## src/rtl/alu_pkg.sv

```systemverilog
// rtl/alu_pkg.sv - op codes, flag indices and FSM states shared by seq_alu and muldiv_iter
package alu_pkg;

  localparam logic [3:0] ALU_ADD  = 4'b0000;
  localparam logic [3:0] ALU_SUB  = 4'b0001;
  localparam logic [3:0] ALU_MULT = 4'b0010;
  localparam logic [3:0] ALU_MULTU = 4'b0011;
  localparam logic [3:0] ALU_DIV  = 4'b0100;
  localparam logic [3:0] ALU_DIVU = 4'b0101;
  localparam logic [3:0] ALU_AND  = 4'b0110;
  localparam logic [3:0] ALU_NOR  = 4'b0111;
  localparam logic [3:0] ALU_OR   = 4'b1000;
  localparam logic [3:0] ALU_XOR  = 4'b1001;
  localparam logic [3:0] ALU_SLT  = 4'b1010;
  localparam logic [3:0] ALU_SLTU = 4'b1011;
  localparam logic [3:0] ALU_SLL  = 4'b1100;
  localparam logic [3:0] ALU_SRL  = 4'b1101;
  localparam logic [3:0] ALU_SRA  = 4'b1110;
  localparam logic [3:0] ALU_INV  = 4'b1111;

  localparam int ZON_Z = 2;
  localparam int ZON_O = 1;
  localparam int ZON_N = 0;

  typedef enum logic [1:0] {
    IDLE = 2'd0,
    RUN  = 2'd1,
    FIX  = 2'd2
  } state_t;

endpackage

```

## src/rtl/muldiv_iter.sv

```systemverilog
// rtl/muldiv_iter.sv - radix-2 shift-add multiplier / restoring divider on unsigned magnitudes
module muldiv_iter
  import alu_pkg::*;
#(
  parameter int W = 32
) (
  input  logic         clk,
  input  logic         rst_n,
  input  logic         start,
  input  logic         is_div,
  input  logic         is_signed,
  input  logic [W-1:0] a,
  input  logic [W-1:0] b,
  input  logic         run,
  output logic         last,
  output logic [W-1:0] hi_fix,
  output logic [W-1:0] lo_fix,
  output logic [2:0]   zon_fix
);

  localparam int CNT_W = $clog2(W) + 1;

  // acc_hi: partial product / remainder; acc_lo: multiplier / dividend turning into quotient
  logic [W-1:0]     acc_hi, acc_lo, opnd;
  logic [CNT_W-1:0] cnt;
  logic             div_q, qneg_q, rneg_q, ovf_q;

  logic             a_neg, b_neg;
  logic [W-1:0]     mag_a, mag_b;
  logic [W:0]       add_sum, shifted, diff;
  logic             ge;
  logic [2*W-1:0]   prod_fix;

  always_comb begin
    a_neg    = is_signed && a[W-1];
    b_neg    = is_signed && b[W-1];
    mag_a    = a_neg ? -a : a;
    mag_b    = b_neg ? -b : b;
    add_sum  = {1'b0, acc_hi} + {1'b0, (acc_lo[0] ? opnd : {W{1'b0}})};
    shifted  = {acc_hi, acc_lo[W-1]};
    diff     = shifted - {1'b0, opnd};
    ge       = ~diff[W];
    last     = (cnt == CNT_W'(W - 1));
    hi_fix   = '0;
    lo_fix   = '0;
    zon_fix  = '0;
    prod_fix = '0;
    if (div_q) begin
      lo_fix         = qneg_q ? -acc_lo : acc_lo;
      hi_fix         = rneg_q ? -acc_hi : acc_hi;
      zon_fix[ZON_Z] = (lo_fix == '0);
      zon_fix[ZON_O] = ovf_q;
      zon_fix[ZON_N] = lo_fix[W-1];
    end else begin
      prod_fix         = qneg_q ? -{acc_hi, acc_lo} : {acc_hi, acc_lo};
      {hi_fix, lo_fix} = prod_fix;
      zon_fix[ZON_Z]   = (prod_fix == '0);
      zon_fix[ZON_N]   = prod_fix[2*W-1];
    end
  end

  always_ff @(posedge clk or negedge rst_n) begin
    if (!rst_n) begin
      acc_hi <= '0;
      acc_lo <= '0;
      opnd   <= '0;
      cnt    <= '0;
      div_q  <= 1'b0;
      qneg_q <= 1'b0;
      rneg_q <= 1'b0;
      ovf_q  <= 1'b0;
    end else if (start) begin
      // multiply is commutative, so both ops share the same operand placement
      acc_hi <= '0;
      acc_lo <= mag_a;
      opnd   <= mag_b;
      cnt    <= '0;
      div_q  <= is_div;
      qneg_q <= a_neg ^ b_neg;
      rneg_q <= a_neg;
      ovf_q  <= is_div && is_signed && (a == {1'b1, {(W-1){1'b0}}}) && (b == {W{1'b1}});
    end else if (run) begin
      cnt <= cnt + 1'b1;
      if (div_q) begin
        acc_hi <= ge ? diff[W-1:0] : shifted[W-1:0];
        acc_lo <= {acc_lo[W-2:0], ge};
      end else begin
        acc_hi <= add_sum[W:1];
        acc_lo <= {add_sum[0], acc_lo[W-1:1]};
      end
    end
  end

endmodule

```

## src/rtl/seq_alu.sv

```systemverilog
// rtl/seq_alu.sv - registered MIPS ALU with iterative mult/div and architectural HI/LO
module seq_alu
  import alu_pkg::*;
#(
  parameter int W = 32
) (
  input  logic         clk,
  input  logic         rst_n,
  input  logic         in_valid,
  output logic         in_ready,
  input  logic [3:0]   alu_ctr,
  input  logic         ovf_en,
  input  logic [W-1:0] a,
  input  logic [W-1:0] b,
  output logic         out_valid,
  output logic [W-1:0] result,
  output logic [2:0]   zon,
  output logic [W-1:0] hi,
  output logic [W-1:0] lo,
  output logic         busy
);

  localparam int SH_W = $clog2(W);

  state_t          state;
  logic            accept, is_md, is_div, is_signed, div_zero, start, md_last;
  logic [W-1:0]    md_hi, md_lo;
  logic [2:0]      md_zon;
  logic [W-1:0]    res_c;
  logic [2:0]      zon_c;
  logic [SH_W-1:0] shamt;

  assign in_ready  = (state == IDLE);
  assign busy      = (state == RUN) || (state == FIX);
  assign accept    = in_valid && in_ready;
  assign is_div    = (alu_ctr == ALU_DIV) || (alu_ctr == ALU_DIVU);
  assign is_md     = is_div || (alu_ctr == ALU_MULT) || (alu_ctr == ALU_MULTU);
  assign is_signed = (alu_ctr == ALU_MULT) || (alu_ctr == ALU_DIV);
  assign div_zero  = is_div && (b == '0);
  assign start     = accept && is_md && !div_zero;

  always_comb begin
    res_c = '0;
    zon_c = '0;
    shamt = b[SH_W-1:0];
    case (alu_ctr)
      ALU_ADD: begin
        res_c        = a + b;
        zon_c[ZON_O] = ovf_en && (a[W-1] == b[W-1]) && (res_c[W-1] != a[W-1]);
      end
      ALU_SUB: begin
        res_c        = a - b;
        zon_c[ZON_O] = ovf_en && (a[W-1] != b[W-1]) && (res_c[W-1] != a[W-1]);
      end
      ALU_AND:  res_c = a & b;
      ALU_NOR:  res_c = ~(a | b);
      ALU_OR:   res_c = a | b;
      ALU_XOR:  res_c = a ^ b;
      ALU_SLT:  res_c = {{(W-1){1'b0}}, ($signed(a) < $signed(b))};
      ALU_SLTU: res_c = {{(W-1){1'b0}}, (a < b)};
      ALU_SLL:  res_c = a << shamt;
      ALU_SRL:  res_c = a >> shamt;
      ALU_SRA:  res_c = $signed(a) >>> shamt;
      default:  res_c = '0;
    endcase
    // slt results are 0/1 with W >= 8, so the sign bit is naturally clear
    zon_c[ZON_Z] = (res_c == '0);
    zon_c[ZON_N] = res_c[W-1];
  end

  muldiv_iter #(.W(W)) u_muldiv (
    .clk       (clk),
    .rst_n     (rst_n),
    .start     (start),
    .is_div    (is_div),
    .is_signed (is_signed),
    .a         (a),
    .b         (b),
    .run       (state == RUN),
    .last      (md_last),
    .hi_fix    (md_hi),
    .lo_fix    (md_lo),
    .zon_fix   (md_zon)
  );

  always_ff @(posedge clk or negedge rst_n) begin
    if (!rst_n) begin
      state     <= IDLE;
      out_valid <= 1'b0;
      result    <= '0;
      zon       <= '0;
      hi        <= '0;
      lo        <= '0;
    end else begin
      out_valid <= 1'b0;
      case (state)
        IDLE: begin
          if (start) begin
            state <= RUN;
          end else if (accept && div_zero) begin
            hi        <= a;
            lo        <= '1;
            result    <= '1;
            zon       <= 3'b010;
            out_valid <= 1'b1;
          end else if (accept) begin
            result    <= res_c;
            zon       <= zon_c;
            out_valid <= 1'b1;
          end
        end
        RUN: begin
          if (md_last) state <= FIX;
        end
        FIX: begin
          hi        <= md_hi;
          lo        <= md_lo;
          result    <= md_lo;
          zon       <= md_zon;
          out_valid <= 1'b1;
          state     <= IDLE;
        end
        default: state <= IDLE;
      endcase
    end
  end

endmodule

```

## config.mk

```make
export PLATFORM = sky130hd
export DESIGN_NAME = seq_alu
export DESIGN_NICKNAME = d
export VERILOG_FILES = /design/src/rtl/alu_pkg.sv /design/src/rtl/muldiv_iter.sv /design/src/rtl/seq_alu.sv
export SDC_FILE = /design/constraint.sdc
export NUM_CORES = 1
export LEC_CHECK = 0
export CAP_MARGIN = 20
export CORE_MARGIN = 8
export CORE_UTILIZATION = 25
export DETAILED_ROUTE_END_ITERATION = 8
export HOLD_SLACK_MARGIN = 0.02
export PLACE_DENSITY = 0.44
export SKIP_LAST_GASP = 1
export SYNTH_ARGS = -nofsm -noshare
export SYNTH_HDL_FRONTEND = slang
export SYNTH_SLANG_ARGS = --single-unit
```

## constraint.sdc

```tcl
create_clock -name clk -period 5.2 [get_ports clk]
set_input_delay 1.04 -clock clk [delete_from_list [all_inputs] [get_ports clk]]
set_output_delay 1.04 -clock clk [all_outputs]
set_load 0.02 [all_outputs]
```

==> metrics.cfg <==
[drt]
vias = 31756
drc = 0
detail-route-antenna-nets = 0
wire_per_inst_um = 28.9
vias_per_cell = 5.69
wirelength_um = 161000
firstDrtPassIters = 6
dr.first_iter.drc_count = 3673

[cells_and_area]
layout-drive-gt1-share_pct = 21.0
fill_cells = 11674
seq_area_mm2 = 0.00521
layout_common_cells = buf_4, nand2_1, nor2_1
multi_input_area_mm2 = 0.0200
layout_commonest_cell = buf_4
final-instance-count-excl-fill = 5581
final_area_mm2 = 0.0356
num-nets-final = 4409
area_growth_pct = 32.2

[timing]
worst_slack_ns = 0.218
tns_ns = 0
period_needed_ns = 4.98
final_max_slew_viol_count = 0
skew_ns = 0.0410
fmax_ghz = 0.201
hold_viol = 0
period_share_pct = 95.8
relSlewSlack_pct = 29.0
rsz0062_at_grt = true
worst_slew_pin_slew_ns = 1.06
setup_viol = 0

[global_routing]
grt_pass1_wl_um = 228000
antenna_found_initial = 7
grt_start_max_net_pins = 93
grt_pass1_vias = 30243
grt.overflow.total = 0
grt_usage_pct = 26.1

[worst_setup_path]
required_ns = 5.67
path_cells = clkdlybuf4s50_1 -> inv_1 -> ha_1 -> inv_1 -> fa_1 -> nand2b_1 -> a221o_1 -> a21oi_1 -> a31oi_1 -> nand2_1 -> a21oi_1 -> o211a_1 -> or4_1 -> or4b_1 -> nor4_1 -> buf_4 -> nand2_1 -> o221ai_1
crit_arrival_ns = 5.45
slowest_stage = or4_1
crit_buf_inv = 4
worst_setup_path_end_kind = flip-flop
path_delay_family = compound AO/OA/AOI/OAI gates
critPathLaunchType = primary input
slowest_delay_ns = 0.52
reg2regPathDepth = 12
critical_path_class = primary input to flip-flop
cp.depth = 18
critPathMaxFanout = 3

[die]
fp.dieH_um = 344
initial_core_util_pct = 25.2
rows = 120
core_mm2 = 0.107
die_w_um = 344
pin_count = 174
dieArea_mm2 = 0.118

[pwr]
p_per_area_mw_per_mm2 = 476
p_leak_nw = 15.1
ir_drop_uv = 305

[clocking]
cts_max_path_buffers = 3
cts_buffers = 27
cts-htree-levels = 1
cts_tree = built
worstSkewPairLatency_ns = 0.59
clkSlewWorstSetupHoldPaths_ns = 0.06
cts.sinks = 208
cts_root_buffer = clkbuf_16

[status]
status = finished clean

[yosys]
synth_top_area_share_pct = 19.3
synth_ff_type = dfrtp_1
ys_seq_area_share_pct = 19.3
synthTopCellsByArea = dfrtp_1, ha_1, a21oi_1, o21ai_0, nand2_1
synth_edf_count = 0
yosysUniqueCellTypes = 94
synth_warnings = 0
synth_largest_area_cell = dfrtp_1
avgSynthCellArea_um2 = 7.48
synth_seq_cells = 208
syn_area_mm2 = 0.0269
synthCells = 3599
synth_nets = 3850
synthArstFlopShare_pct = 100

[hold_path]
hp-class = primary input to asynchronous set/reset pin

[place]
finalWeightedCongestion = 1.03
dp.cells = 5532
dp_hpwl_um = 131000
place_area_mm2 = 0.0346
port-buffer-count = 173
dp_slack_ns = -0.424

[job]
drv_cap = 0

-- metrics by stage --
stage                     hold WS, ns  util, %  power, mW
after CTS                       0.439     33.3       16.8
after floorplan                 0.450        -       9.90
after detailed placement        0.476     32.4       14.8
final                           0.410     33.3       16.9
after global routing            0.456     33.3       18.0
after global placement          0.465     32.4       14.7
-- cells by family (layout without fill, tap and decap cells) --
family / after synthesis / count (layout) / synth area share, %
AO/OA/AOI/OAI: 1145 / 1145 / 27.5
buffers and inverters: 479 / 1056 / 6.81
other: 0 / 2 / 0
multiplexers: 197 / 197 / 10.2
XOR/XNOR: 202 / 202 / 6.57
adder cells (fa/ha/maj): 179 / 179 / 8.43
flip-flops: 208 / 208 / 19.3
AND/OR/NAND/NOR: 1189 / 1189 / 21.1
-- report_power, final --
group	leakage [nW]	switching [mW]	internal, mW
Combinational	12.2	7.30	4.61
Clock	0.439	0.834	1.19
Sequential	2.43	0.660	2.34
Total	15.1	8.79	8.14
-- routing by layer --
layer / GRT usage (%) / vias to the layer above / part of all wire, %
met3: 3.67 / 288 / 7.2
met4: 12.4 / 6 / 5.6
met1: 35.5 / 15658 / 44
met5: 0 / - / 0.022
li1: - / 14343 / -
met2: 40.6 / 1461 / 44
-- synth_stat cells (27+ instances only) --
cell      count
nor4_1       47
nand4_1      47
inv_1       174
a211oi_1     38
or3_1        27
o21ai_0     281
nand2b_1     30
a21o_1       39
a31oi_1      75
buf_1        39
a22oi_1      36
clkbuf_1    242
mux4_2       60
xor2_1       72
xnor2_1     130
a21oi_1     284
nor2b_1      28
nor2_1      359
o31ai_1      35
ha_1        175
mux2_2       28
dfrtp_1     208
nor3_1       70
nand3_1      77
mux2i_1     109
o211ai_1     74
nand2_1     367
-- state kept, by name, indices dropped and copies added, names as in the netlist, 2 cells and up --
name             flops
hi                  32
state                2
u_muldiv.opnd       32
result              32
u_muldiv.acc_lo     32
u_muldiv.cnt         6
u_muldiv.acc_hi     32
zon                  3
lo                  32
-- worst paths after layout --
| kind | start | endpoint | slack (ns) |
|---|---|---|---|
| min in group clk | u_muldiv.opnd[31]$_DFFE_PN0P_ | u_muldiv.opnd[31]$_DFFE_PN0P_ | 0.49 |
| worst max-delay path | a[0] | zon[2]$_DFFE_PN0P_ | 0.22 |
| max in group asynchronous | rst_n | result[22]$_DFFE_PN0P_ | 3.66 |
| worst min-delay path | rst_n | u_muldiv.acc_hi[25]$_DFFE_PN0P_ | 0.41 |
| worst min register to register | u_muldiv.opnd[31]$_DFFE_PN0P_ | u_muldiv.opnd[31]$_DFFE_PN0P_ | 0.49 |
| worst max register to register | u_muldiv.acc_lo[9]$_DFFE_PN0P_ | zon[2]$_DFFE_PN0P_ | 0.40 |
-- layout make-up --
type	count	share of cell area, %
clock buffer	32	2.04
multi-input combinational	2912	56.2
inverter	176	1.86
sequential	208	14.6
timing repair buffer	833	19.7
antenna	2	0.0141
tap	1403	4.93
clock inverter	15	0.559
-- repair_timing --
action,in CTS,in global routing
endpoints found under the setup margin,0,3
hold endpoints to repair,0,0
hold buffers,0,0
buffers inserted,0,0
resized for setup,0,8
Note: power is estimated with default switching activity, not from simulation.
